## config.mk

```make
export PLATFORM = sky130hd
export DESIGN_NAME = mul2b_mac_acc
export DESIGN_NICKNAME = d
export VERILOG_FILES = /design/src/rtl/mul2b_mac_acc.sv
export SDC_FILE = /design/constraint.sdc
export NUM_CORES = 1
export LEC_CHECK = 0
export ABC_AREA = 0
export ABC_CLOCK_PERIOD_IN_PS = 5710
export BUFFER_PORTS_ARGS = -buffer_cell sky130_fd_sc_hd__buf_4
export CAP_MARGIN = 30
export CORE_ASPECT_RATIO = 1.25
export CORE_MARGIN = 1
export CORE_UTILIZATION = 55
export DETAILED_ROUTE_END_ITERATION = 6
export PLACE_DENSITY = 0.92
export REMOVE_ABC_BUFFERS = 1
export SYNTH_ARGS = -nofsm -noshare
export SYNTH_HDL_FRONTEND = slang
export SYNTH_SLANG_ARGS = --single-unit
```

## constraint.sdc

```tcl
create_clock -name clk -period 5.71 [get_ports clk]
set_clock_uncertainty 0.15 [all_clocks]
set_input_delay 0.571 -clock clk [delete_from_list [all_inputs] [get_ports clk]]
set_output_delay 0.571 -clock clk [all_outputs]
set_load 0.1 [all_outputs]
```

## src/rtl/mul2b_mac_acc.sv

```systemverilog
// Frame accumulator for mul2b products: sums 4-bit beats into an ACC_W result.
// Valid/ready on both sides, optional saturation, one registered result per frame.
module mul2b_mac_acc #(
    parameter int ACC_W     = 8,
    parameter int MAX_TERMS = 16,
    parameter int SATURATE  = 1,
    localparam int CNT_W    = $clog2(MAX_TERMS + 1)
) (
    input  logic             clk,
    input  logic             reset,
    input  logic             m0,
    input  logic             m1,
    input  logic             m2,
    input  logic             m3,
    input  logic             in_valid,
    input  logic             in_last,
    output logic             in_ready,
    output logic [ACC_W-1:0] acc_out,
    output logic [CNT_W-1:0] term_cnt,
    output logic             ovf,
    output logic             out_valid,
    input  logic             out_ready
);

    typedef enum logic [1:0] {
        IDLE  = 2'd0,
        ACCUM = 2'd1,
        HOLD  = 2'd2
    } state_e;

    state_e           state_q, state_d;
    logic [ACC_W-1:0] acc_q, acc_d;
    logic [CNT_W-1:0] cnt_q, cnt_d;
    logic             ovf_q, ovf_d;

    logic [ACC_W:0]   p_ext;
    logic [ACC_W:0]   sum;
    logic [CNT_W-1:0] cnt_inc;
    logic             fire;
    logic             closes;

    always_ff @(posedge clk) begin
        if (reset) begin
            state_q <= IDLE;
            acc_q   <= '0;
            cnt_q   <= '0;
            ovf_q   <= 1'b0;
        end else begin
            state_q <= state_d;
            acc_q   <= acc_d;
            cnt_q   <= cnt_d;
            ovf_q   <= ovf_d;
        end
    end

    always_comb begin
        p_ext   = {{(ACC_W - 3){1'b0}}, m3, m2, m1, m0};
        sum     = {1'b0, acc_q} + p_ext;
        cnt_inc = cnt_q + CNT_W'(1);
        fire    = in_valid & in_ready;
        closes  = in_last | (cnt_inc == CNT_W'(MAX_TERMS));
    end

    // acc/cnt/ovf are left untouched in HOLD, which freezes the presented result
    always_comb begin
        acc_d = acc_q;
        cnt_d = cnt_q;
        ovf_d = ovf_q;
        if (fire) begin
            cnt_d = cnt_inc;
            ovf_d = ovf_q | sum[ACC_W];
            if (sum[ACC_W] && (SATURATE != 0)) begin
                acc_d = '1;
            end else begin
                acc_d = sum[ACC_W-1:0];
            end
        end else if ((state_q == HOLD) && out_ready) begin
            acc_d = '0;
            cnt_d = '0;
            ovf_d = 1'b0;
        end
    end

    always_comb begin
        state_d = state_q;
        unique case (state_q)
            IDLE, ACCUM: begin
                if (fire) begin
                    state_d = closes ? HOLD : ACCUM;
                end
            end
            HOLD: begin
                if (out_ready) begin
                    state_d = IDLE;
                end
            end
            default: state_d = IDLE;
        endcase
    end

    always_comb begin
        in_ready  = (state_q != HOLD) & ~reset;
        out_valid = (state_q == HOLD);
        acc_out   = acc_q;
        term_cnt  = cnt_q;
        ovf       = ovf_q;
    end

endmodule

```

==> impl_metrics.py, run 1 <==
metrics = {
    "status": {
        "status": "completed",
    },
    "power": {
        "leakagePower_nw": 0.4862,
        "pwr-share-clk_pct": 28.6,
        "switching_share_pct": 35.31,
        "seq_power_share_pct": 44.3,
        "pwr-share-comb_pct": 27.1,
        "p_switching_mw": 0.09580,
        "cellPowerDensity_nw_per_um2": 231.6,
        "irDropWorstVdd_v": 0.0001554,
        "p_int_mw": 0.1755,
    },
    "logic_synthesis": {
        "ys.flop_type": "dfxtp_1",
        "synth.area.top_cells": "dfxtp_1 (33%), ha_1 (6.4%), a21oi_1 (6.2%)",
        "netlist_instances": 115,
        "yosys.cell_count.top_type": "dfxtp_1",
        "ys_types": 36,
        "async_flop_share_pct": 0,
        "synth-edff-count": 0,
        "synth.cell_area_sq_um": 970.9,
        "ys_seq_elements": 16,
        "ys.warnings.count": 0,
        "post_synth.cell_area_avg_sq_um": 8.443,
        "yosysSeqAreaShare_pct": 32.99,
        "synth_common_cells": "dfxtp_1 (16), a21oi_1 (12), nand2_1 (12)",
        "synth_top_area_share_pct": 32.99,
        "synth_top_area_cell": "dfxtp_1",
    },
    "sta": {
        "finalHoldViolCount": 0,
        "fmax_mhz": 449.8,
        "setup_ws_ps": 3487,
        "setup-tns-final_ps": 0,
        "rsz0062_at_grt": "no",
        "max_slew_margin_pct": 51.32,
        "worst_pin_slew_ps": 727.5,
        "whs_ps": 320.4,
        "post-route-period-util_pct": 38.94,
        "final_max_slew_viol_count": 0,
        "setup_viol": 0,
        "period_needed_ps": 2223,
    },
    "clock_network": {
        "cts_tree": "done",
        "holdBufCountCts": 0,
        "cts_buffer_depth": 2,
        "post_cts_buffers": 0,
        "htree_levels": 1,
        "cts_resized": 0,
        "cts_made_buffers": 3,
        "cts.clk_slew.worst_paths_ps": 90,
        "cts.sinks": 16,
        "clock_latency_ps": 300,
        "ctsRootBufferMaster": "clkbuf_4",
    },
    "drt": {
        "avgRoutedWirePerCell_um": 15.25,
        "ant_nets": 0,
        "first_pass_iters": 4,
        "wirelength_um": 2395,
        "drt-vias-per-instance": 6.261,
        "drc": 0,
        "vias": 983,
        "first_iter_violations": 48,
    },
    "die": {
        "core_sq_um": 1602,
        "start_util_pct": 60.62,
        "fp.dieH_um": 48.98,
        "pin_count": 25,
        "die_w_um": 39.58,
        "fp-row-count": 16,
        "dieArea_sq_um": 1938,
    },
    "global_routing": {
        "grt_pass1_vias": 925,
        "antenna_found_initial": 0,
        "grt_max_degree": 19,
        "gr-total-overflow": 0,
        "track_usage_pct": 29.00,
        "grt_pass1_wl_um": 4043,
    },
    "setup_path": {
        "crit_arrival_ps": 1500,
        "crit_buf_inv": 2,
        "critPathMaxFanout": 11,
        "cp_slowest_stage_delay_ps": 360,
        "endpoint_kind": "output port",
        "setup.worst_path.class": "reg2out",
        "crit_chain": "nand2b_2 > inv_1 > buf_4",
        "slowest_stage": "buf_4",
        "cp_top_family": "buffers and inverters",
        "required_ps": 4990,
        "setup.worst_path.start_class": "flip-flop",
    },
    "place": {
        "dp_slack_ps": 3264,
        "hpwl_um": 1807,
        "finalWeightedCongestion": 0.7836,
        "placement.io_buffers": 24,
    },
    "min_path": {
        "hold_class": "reg2reg",
    },
    "run": {
        "maxCapViolations": 0,
    },
    "finish": {
        "area_delta_synth_final_pct": 20.62,
        "diodes": 0,
        "fin_nets": 155,
        "drive_gt1_share_pct": 24.46,
        "n_fill_cell": 135,
    },
}
==> state kept, by name, indices dropped and copies added (netlist names) <==
signal,flops
term_cnt,5
ovf,1
state_q,2
acc_out,8
==> area by class of cell <==
| class | count | area [sq um] | share of cell area (%) |
|---|---|---|---|
| multi-input combinational | 93 | 604.3 | 51.60 |
| sequential | 16 | 320.3 | 27.35 |
| timing repair buffer | 24 | 180.2 | 15.38 |
| clock buffer | 4 | 36.28 | 3.098 |
| tap | 18 | 22.52 | 1.923 |
| inverter | 2 | 7.507 | 0.6410 |
==> path summary, 6_finish.rpt <==
check / start / end / slack [ps] / cells after the start
setup / recovery: state_q[0] / out_valid / 3490 / 3
hold / removal: ovf / ovf / 320 / 2
setup reg to reg: acc_out[0] / acc_out[6] / 3650 / 6
hold reg to reg: ovf / ovf / 320 / 2
==> through the flow <==
stage / instance area, sq um / power (mW) / utilization, % / std cells
floorplan: 932.1 / 0.1755 / - / 111
global placement: 1135 / 0.1936 / 70.86 / 153
detailed placement: 1135 / 0.1963 / 70.86 / 153
CTS: 1171 / 0.2712 / 73.13 / 157
global route: 1171 / 0.2818 / 73.13 / 157
finish: 1171 / 0.2713 / 73.13 / 157
==> kinds of logic (layout without fill, tap and decap cells) <==
logic type	Yosys count	count (layout)	synth area share, %
simple gates	48	48	25.26
mux	1	1	2.319
flops	16	16	32.99
xor+xnor	1	1	0.9022
compound gates	37	37	25.26
fa+ha+maj	6	6	8.505
buf+inv	6	30	4.768
==> power groups by stage <==
stage	Sequential (mW)	Combinational (mW)	Clock (mW)
floorplan	0.145	0.0306	0
global placement	0.122	0.0712	0
detailed placement	0.123	0.0736	0
CTS	0.120	0.0736	0.0775
global route	0.121	0.0788	0.0821
finish	0.120	0.0736	0.0775
==> worst min-delay path, stage by stage, from the launching register on <==
cell and delay, ps:
dfxtp_1 330, nand2_1 60, nand2_1 40
==> layout by cell type, fill, tap and decap left out, drive strengths merged, types with 2 or more instances in the layout <==
cell     n
nand3    7
a21oi   12
a21o     2
a211oi   6
nor3     6
a22oi    3
ha       5
clkbuf   4
nor2     9
o21ai    6
inv      2
nand2b   2
buf     24
dfxtp   16
nand3b   4
a31oi    2
nand2   12
and3     3
==> metal layers <==
| layer | up-vias | part of all wire [%] | GRT usage (%) |
|---|---|---|---|
| li1 | 485 | - | - |
| met4 | 0 | 1.9 | 12.07 |
| met2 | 37 | 53 | 49.18 |
| met5 | - | 0 | 0 |
| met3 | 5 | 4.4 | 2.740 |
| met1 | 456 | 40 | 35.17 |
(Power assumes the default switching activity.)
==> run 2, diff against run 1 <==
--- a/config.mk
+++ b/config.mk
@@ -5,15 +5,15 @@
 export SDC_FILE = /design/constraint.sdc
 export NUM_CORES = 1
 export LEC_CHECK = 0
-export ABC_AREA = 0
-export ABC_CLOCK_PERIOD_IN_PS = 5710
+export ABC_AREA = 1
+export ABC_CLOCK_PERIOD_IN_PS = 2200
 export BUFFER_PORTS_ARGS = -buffer_cell sky130_fd_sc_hd__buf_4
 export CAP_MARGIN = 30
 export CORE_ASPECT_RATIO = 1.25
 export CORE_MARGIN = 1
-export CORE_UTILIZATION = 55
+export CORE_UTILIZATION = 51
 export DETAILED_ROUTE_END_ITERATION = 6
-export PLACE_DENSITY = 0.92
+export PLACE_DENSITY = 0.87
 export REMOVE_ABC_BUFFERS = 1
 export SYNTH_ARGS = -nofsm -noshare
 export SYNTH_HDL_FRONTEND = slang
==> constraint.sdc (replaced) <==
create_clock -name clk -period 2.2 [get_ports clk]
set_clock_uncertainty 0.15 [all_clocks]
set_input_delay 0.22 -clock clk [delete_from_list [all_inputs] [get_ports clk]]
set_output_delay 0.22 -clock clk [all_outputs]
set_load 0.1 [all_outputs]
==> run 2 against run 1 <==
Against the previous run: non-clock buffer count did not move; setup slack worse by 3100 ps; global-route usage decreased by 6.3 points; register-to-register slack worse by 3300 ps.
==> impl_metrics.py, run 2 <==
metrics = {
    "status": {
        "status": "completed",
    },
    "global_routing": {
        "grt_pass1_wl_um": 3332,
        "antenna_found_initial": 0,
        "track_usage_pct": 22.72,
        "grt_max_degree": 15,
        "grt_pass1_vias": 856,
        "gr-total-overflow": 0,
    },
    "sta": {
        "finalHoldViolCount": 0,
        "max_slew_margin_pct": 81.55,
        "worst_pin_slew_ps": 276.4,
        "fmax_mhz": 539.4,
        "rsz0062_at_grt": "no",
        "setup_ws_ps": 346.1,
        "setup_viol": 0,
        "post-route-period-util_pct": 84.27,
        "whs_ps": 41.91,
        "period_needed_ps": 1854,
        "final_max_slew_viol_count": 0,
    },
    "min_path": {
        "hold_class": "in2reg",
        "hold_path_depth": 2,
        "hp-start": "reset",
        "holdPathEnd": "state_q[1]",
    },
    "setup_path": {
        "crit_arrival_ps": 1890,
        "rrSetupSlack_ps": 350,
        "endpoint_kind": "flip-flop",
        "setup.worst_path.class": "reg2reg",
        "crit_chain": "ha_1 > fa_1 > nand3_1 > nand3_2 > or2_1 > nand3_1 > nand3_1 > nand2_1 > inv_1",
        "critPathMaxFanout": 4,
        "cp_top_family": "simple AND/OR/NAND/NOR gates",
        "cp_common_cell": "nand3_1",
        "setup.worst_path.start_class": "flip-flop",
        "reg2reg_to": "acc_out[4]",
        "cp_slowest_stage_delay_ps": 410,
        "required_ps": 2240,
        "r2r_cells": 9,
        "slowest_stage": "fa_1",
        "crit_buf_inv": 1,
        "r2r-start": "acc_out[0]",
    },
    "logic_synthesis": {
        "yosys.cell_count.top_type": "nand2_1",
        "synth_top_area_share_pct": 33.03,
        "synth_top_area_cell": "dfxtp_1",
        "ys.warnings.count": 0,
        "async_flop_share_pct": 0,
        "synth.area.top_cells": "dfxtp_1 (33%), nand2_1 (17%), nand3_1 (6.7%)",
        "post_synth.cell_area_avg_sq_um": 6.926,
        "synth-edff-count": 0,
        "synth_common_cells": "nand2_1 (43), dfxtp_1 (16), nand3_1 (13)",
        "yosysSeqAreaShare_pct": 33.03,
        "ys_seq_elements": 16,
        "synth.cell_area_sq_um": 969.7,
        "netlist_instances": 140,
        "ys.flop_type": "dfxtp_1",
        "ys_types": 30,
    },
    "finish": {
        "mostFrequentLayoutCell": "nand2_1",
        "fin_nets": 181,
        "largest_reg_flops": 8,
        "final_cells": 183,
        "most-common-layout-cells": "nand2_1 (43), buf_4 (24), dfxtp_1 (16)",
        "n_fill_cell": 165,
        "area_delta_synth_final_pct": 21.68,
        "fin_area_sq_um": 1180,
        "diodes": 0,
        "drive_gt1_share_pct": 25.61,
    },
    "place": {
        "placement.io_buffers": 24,
        "finalWeightedCongestion": 0.6865,
        "placed_area_sq_um": 1157,
        "dp_slack_ps": 314.6,
        "place_inst": 180,
        "hpwl_um": 1549,
    },
    "drt": {
        "drt-vias-per-instance": 5.251,
        "top_layer_used": "met4",
        "wl_met2_um": 1087,
        "first_pass_iters": 4,
        "wl_met1_um": 836,
        "avgRoutedWirePerCell_um": 10.91,
        "wirelength_um": 1997,
        "drc": 0,
        "ant_nets": 0,
        "first_iter_violations": 12,
        "vias": 961,
        "wl_met3_um": 57,
    },
    "clock_network": {
        "htree_levels": 1,
        "cts.sinks": 16,
        "post_cts_buffers": 0,
        "ctsRootBufferMaster": "clkbuf_4",
        "clock_latency_ps": 280,
        "cts_made_buffers": 3,
        "cts_tree": "done",
        "cts_resized": 0,
        "cts.clk_slew.worst_paths_ps": 90,
        "holdBufCountCts": 0,
        "cts_buffer_depth": 2,
    },
    "die": {
        "dieArea_sq_um": 2081,
        "fp.dieH_um": 50.75,
        "die_w_um": 41,
        "pin_count": 25,
        "fp-row-count": 17,
        "core_sq_um": 1765,
        "start_util_pct": 54.93,
    },
    "run": {
        "maxCapViolations": 0,
    },
    "power": {
        "switching_share_pct": 34.30,
        "irDropWorstVdd_v": 0.0004024,
        "leakagePower_nw": 0.5691,
        "p_int_mw": 0.4082,
        "p_switching_mw": 0.2131,
        "cellPowerDensity_nw_per_um2": 526.5,
        "pwr-share-clk_pct": 24.1,
        "power.total_mw": 0.6213,
        "seq_power_share_pct": 49.7,
        "pwr-share-comb_pct": 26.2,
    },
}
run 2: cell count changes after synthesis, moves of 4 or more:
cell,before,now
nand2_1,12,43
inv_1,2,10
nand3_1,7,13
a211oi_1,5,0
nor3_1,6,1
inv_2,0,4
o21ai_0,6,2
o21ai_1,0,4
run 2: power groups by stage:
stage	registers, mW	clock network [mW]	logic (mW)
final	0.309	0.150	0.163
after global routing	0.310	0.167	0.175
after CTS	0.309	0.152	0.163
after detailed placement	0.315	0	0.163
after global placement	0.315	0	0.160
after floorplan	0.364	0	0.0706
run 2: layout make-up:
type / count / area (sq um) / share of cell area [%]
clock buffer: 3 / 22.52 / 1.909
inverter: 16 / 63.81 / 5.408
multi-input combinational: 105 / 569.3 / 48.25
sequential: 16 / 320.3 / 27.15
tap: 19 / 23.77 / 2.015
timing repair buffer: 24 / 180.2 / 15.27
run 2: how the worst max path moves through the flow:
stage                from    endpoint  slack, ps  cells after the start
4_1_cts        acc_out[0]  acc_out[4]        330                      9
2_1_floorplan  state_q[0]    in_ready       -130                      4
3_5_place_dp           m0  acc_out[4]        310                     10
3_3_place_gp           m0  acc_out[4]        370                     10
5_1_grt        acc_out[0]  acc_out[4]        200                      9
6_report       acc_out[0]  acc_out[4]        350                      9
run 2: cells by family (layout without fill, tap and decap cells):
| kind of cell | Yosys count | after routing | share of synthesized area, % |
|---|---|---|---|
| AO/OA/AOI/OAI | 19 | 19 | 10.71 |
| XOR/XNOR | 1 | 1 | 0.9034 |
| flip-flops | 16 | 16 | 33.03 |
| AND/OR/NAND/NOR | 79 | 79 | 38.58 |
| adder cells (fa/ha/maj) | 6 | 6 | 8.516 |
| buffers and inverters | 19 | 43 | 8.257 |
run 2: per-stage QoR:
| stage | TNS, ps | utilization (%) |
|---|---|---|
| 6_report | 0 | 66.83 |
| 5_1_grt | 0 | 66.83 |
| 4_1_cts | 0 | 66.83 |
| 3_5_place_dp | 0 | 65.56 |
| 3_3_place_gp | 0 | 65.56 |
| 2_1_floorplan | -759.9 | - |
run 2: layer usage:
metal / GRT usage [%] / up-vias
met5: 0 / -
met4: 8.889 / 0
met1: 27.45 / 436
met2: 38.28 / 16
met3: 2.655 / 2
li1: - / 507
==> run 3, diff against run 2 <==
--- a/config.mk
+++ b/config.mk
@@ -6,14 +6,14 @@
 export NUM_CORES = 1
 export LEC_CHECK = 0
 export ABC_AREA = 1
-export ABC_CLOCK_PERIOD_IN_PS = 2200
+export ABC_CLOCK_PERIOD_IN_PS = 1500
 export BUFFER_PORTS_ARGS = -buffer_cell sky130_fd_sc_hd__buf_4
 export CAP_MARGIN = 30
 export CORE_ASPECT_RATIO = 1.25
 export CORE_MARGIN = 1
-export CORE_UTILIZATION = 51
+export CORE_UTILIZATION = 46
 export DETAILED_ROUTE_END_ITERATION = 6
-export PLACE_DENSITY = 0.87
+export PLACE_DENSITY = 0.84
 export REMOVE_ABC_BUFFERS = 1
 export SYNTH_ARGS = -nofsm -noshare
 export SYNTH_HDL_FRONTEND = slang
==> constraint.sdc (replaced) <==
create_clock -name clk -period 1.5 [get_ports clk]
set_clock_uncertainty 0.15 [all_clocks]
set_input_delay 0.15 -clock clk [delete_from_list [all_inputs] [get_ports clk]]
set_output_delay 0.15 -clock clk [all_outputs]
set_load 0.1 [all_outputs]
==> run 3 against run 2 <==
Against the previous run: the run now ends with negative setup slack left; die area increased by 10%; flip-flop and latch count unchanged; largest power group unchanged; register-to-register slack got worse by 630 ps; final cell count increased by 10%; non-clock buffer count is 17 higher; maximum frequency grew 3.9%; routed wire length is 28% higher; largest cell class unchanged; critical path depth unchanged; via count up 11%.
==> impl_metrics.py, run 3 (synthesis gave the netlist of run 2 again) <==
metrics = {
    "sta": {
        "worst_pin_slew_ps": 341.2,
        "setup_viol": 9,
        "max_slew_margin_pct": 77.22,
        "period_needed_ps": 1784,
        "finalHoldViolCount": 0,
        "setup_ws_ps": -283.6,
        "whs_ps": 60.79,
        "post-route-period-util_pct": 118.9,
        "rsz0062_at_grt": "yes",
        "final_max_slew_viol_count": 0,
        "fmax_mhz": 560.7,
    },
    "finish": {
        "area_delta_synth_final_pct": 46.45,
        "mostFrequentLayoutCell": "nand2_1",
        "utilization_pct": 71.65,
        "drive_gt1_share_pct": 40.11,
        "largest_reg_flops": 8,
        "diodes": 0,
        "fin_nets": 198,
        "most-common-layout-cells": "nand2_1 (42), buf_4 (36), nand3_1 (12), dfxtp_1 (12), inv_1 (10)",
    },
    "clock_network": {
        "cts_buffer_depth": 2,
        "cts_tree": "done",
        "clock_latency_ps": 280,
        "htree_levels": 1,
        "cts_made_buffers": 3,
        "cts.clk_slew.worst_paths_ps": 100,
        "cts.sinks": 16,
        "ctsRootBufferMaster": "clkbuf_4",
    },
    "status": {
        "status": "complete, but fails checks",
        "violations": "negative setup slack",
    },
    "drt": {
        "first_pass_iters": 4,
        "wirelength_um": 2560,
        "first_iter_violations": 30,
        "ant_nets": 0,
        "drt-vias-per-instance": 5.257,
        "vias": 1062,
        "avgRoutedWirePerCell_um": 12.67,
        "drc": 0,
    },
    "setup_path": {
        "crit_buf_inv": 1,
        "cp_slowest_stage_delay_ps": 360,
        "endpoint_kind": "flip-flop",
        "setup.worst_path.start_class": "flip-flop",
        "rrSetupSlack_ps": -280,
        "required_ps": 1540,
        "setup.worst_path.class": "reg2reg",
        "critPathMaxFanout": 4,
        "crit_arrival_ps": 1820,
        "slowest_stage": "fa_2",
        "cp_common_cell": "a21oi_2",
        "crit_chain": "ha_4 > fa_2 > nand3_2 > nand3_4 > buf_4 > a21oi_2 > nand2_1 > nand3_1 > a21oi_2",
        "cp_top_family": "adder cells",
    },
    "global_routing": {
        "grt_pass1_wl_um": 3801,
        "antenna_found_initial": 0,
        "grt_max_degree": 11,
        "track_usage_pct": 22.02,
        "grt_pass1_vias": 919,
        "gr-total-overflow": 0,
    },
    "die": {
        "dieArea_sq_um": 2297,
        "fp-row-count": 18,
        "die_w_um": 43.07,
        "start_util_pct": 48.93,
        "fp.dieH_um": 53.33,
        "pin_count": 25,
        "core_sq_um": 1982,
    },
    "power": {
        "switching_share_pct": 33.71,
        "cellPowerDensity_nw_per_um2": 745.0,
        "pwr-share-clk_pct": 27.7,
        "irDropWorstVdd_v": 0.0004953,
        "leakagePower_nw": 0.6657,
        "p_switching_mw": 0.3566,
        "p_int_mw": 0.7014,
        "seq_power_share_pct": 42.8,
        "pwr-share-comb_pct": 29.5,
    },
    "place": {
        "hpwl_um": 1752,
        "finalWeightedCongestion": 0.7918,
        "placement.io_buffers": 24,
    },
    "min_path": {
        "hold_class": "in2reg",
    },
    "run": {
        "maxCapViolations": 0,
    },
}
run 3: changes by cell type in the layout (fill, tap and decap cells not counted), sizes merged:
cell,previous run,this run
buf,24,39
clkbuf,3,4
dlygate4sd3,0,2
run 3: per-layer routing:
layer	vias up	track usage [%]	wire length, um
met5	-	0	0
met2	31	39.90	1381
li1	541	-	-
met3	8	2.048	82
met4	0	8.586	36
met1	482	26.61	1060
run 3: worst min-delay path: cells and delay by family:
kind                   cells  cell delay, ps
AO/OA/AOI/OAI              1              40
buffers and inverters      2             270
run 3: area by class of cell:
cell class	instances	area, sq um
clock buffers	4	36.28
fillers	151	561.8
inverters	16	63.81
multi-input cells	105	645.6
flip-flops and latches	16	325.3
well taps	20	25.02
repair buffers	41	324.1
run 3: power groups by stage:
stage | sequential [mW] | clock [mW] | combinational, mW
CTS | 0.449 | 0.293 | 0.285
global route | 0.455 | 0.313 | 0.331
detailed placement | 0.458 | 0 | 0.273
floorplan | 0.534 | 0 | 0.104
finish | 0.453 | 0.293 | 0.312
global placement | 0.457 | 0 | 0.267
run 3: worst paths after layout:
path	from	end	cells past startpoint
max	acc_out[0]	acc_out[7]	9
max reg2reg	acc_out[0]	acc_out[7]	9
min reg2reg	ovf	ovf	2
min	reset	acc_out[7]	3
run 3: through the flow:
step                total power [mW]  instance area, sq um  setup slack, ps  instances  TNS [ps]
finish                         1.058                  1420           -283.6        202     -1743
global route                   1.098                  1420           -321.3        202     -2094
CTS                            1.027                  1338           -266.5        199     -1400
detailed placement            0.7305                  1249           -349.2        193     -2301
global placement              0.7237                  1249           -256.3        193     -1502
floorplan                     0.6378                 953.4           -826.2        137    -10230
run 3: repair_timing:
| item | in CTS | in global routing |
|---|---|---|
| endpoints found under the hold margin | 2 | 0 |
| setup buffers | 0 | 3 |
| gates resized for setup | 7 | 14 |
| hold buffers | 2 | 0 |
| endpoints found under the setup margin | 9 | 13 |
| pin swaps | 2 | 3 |
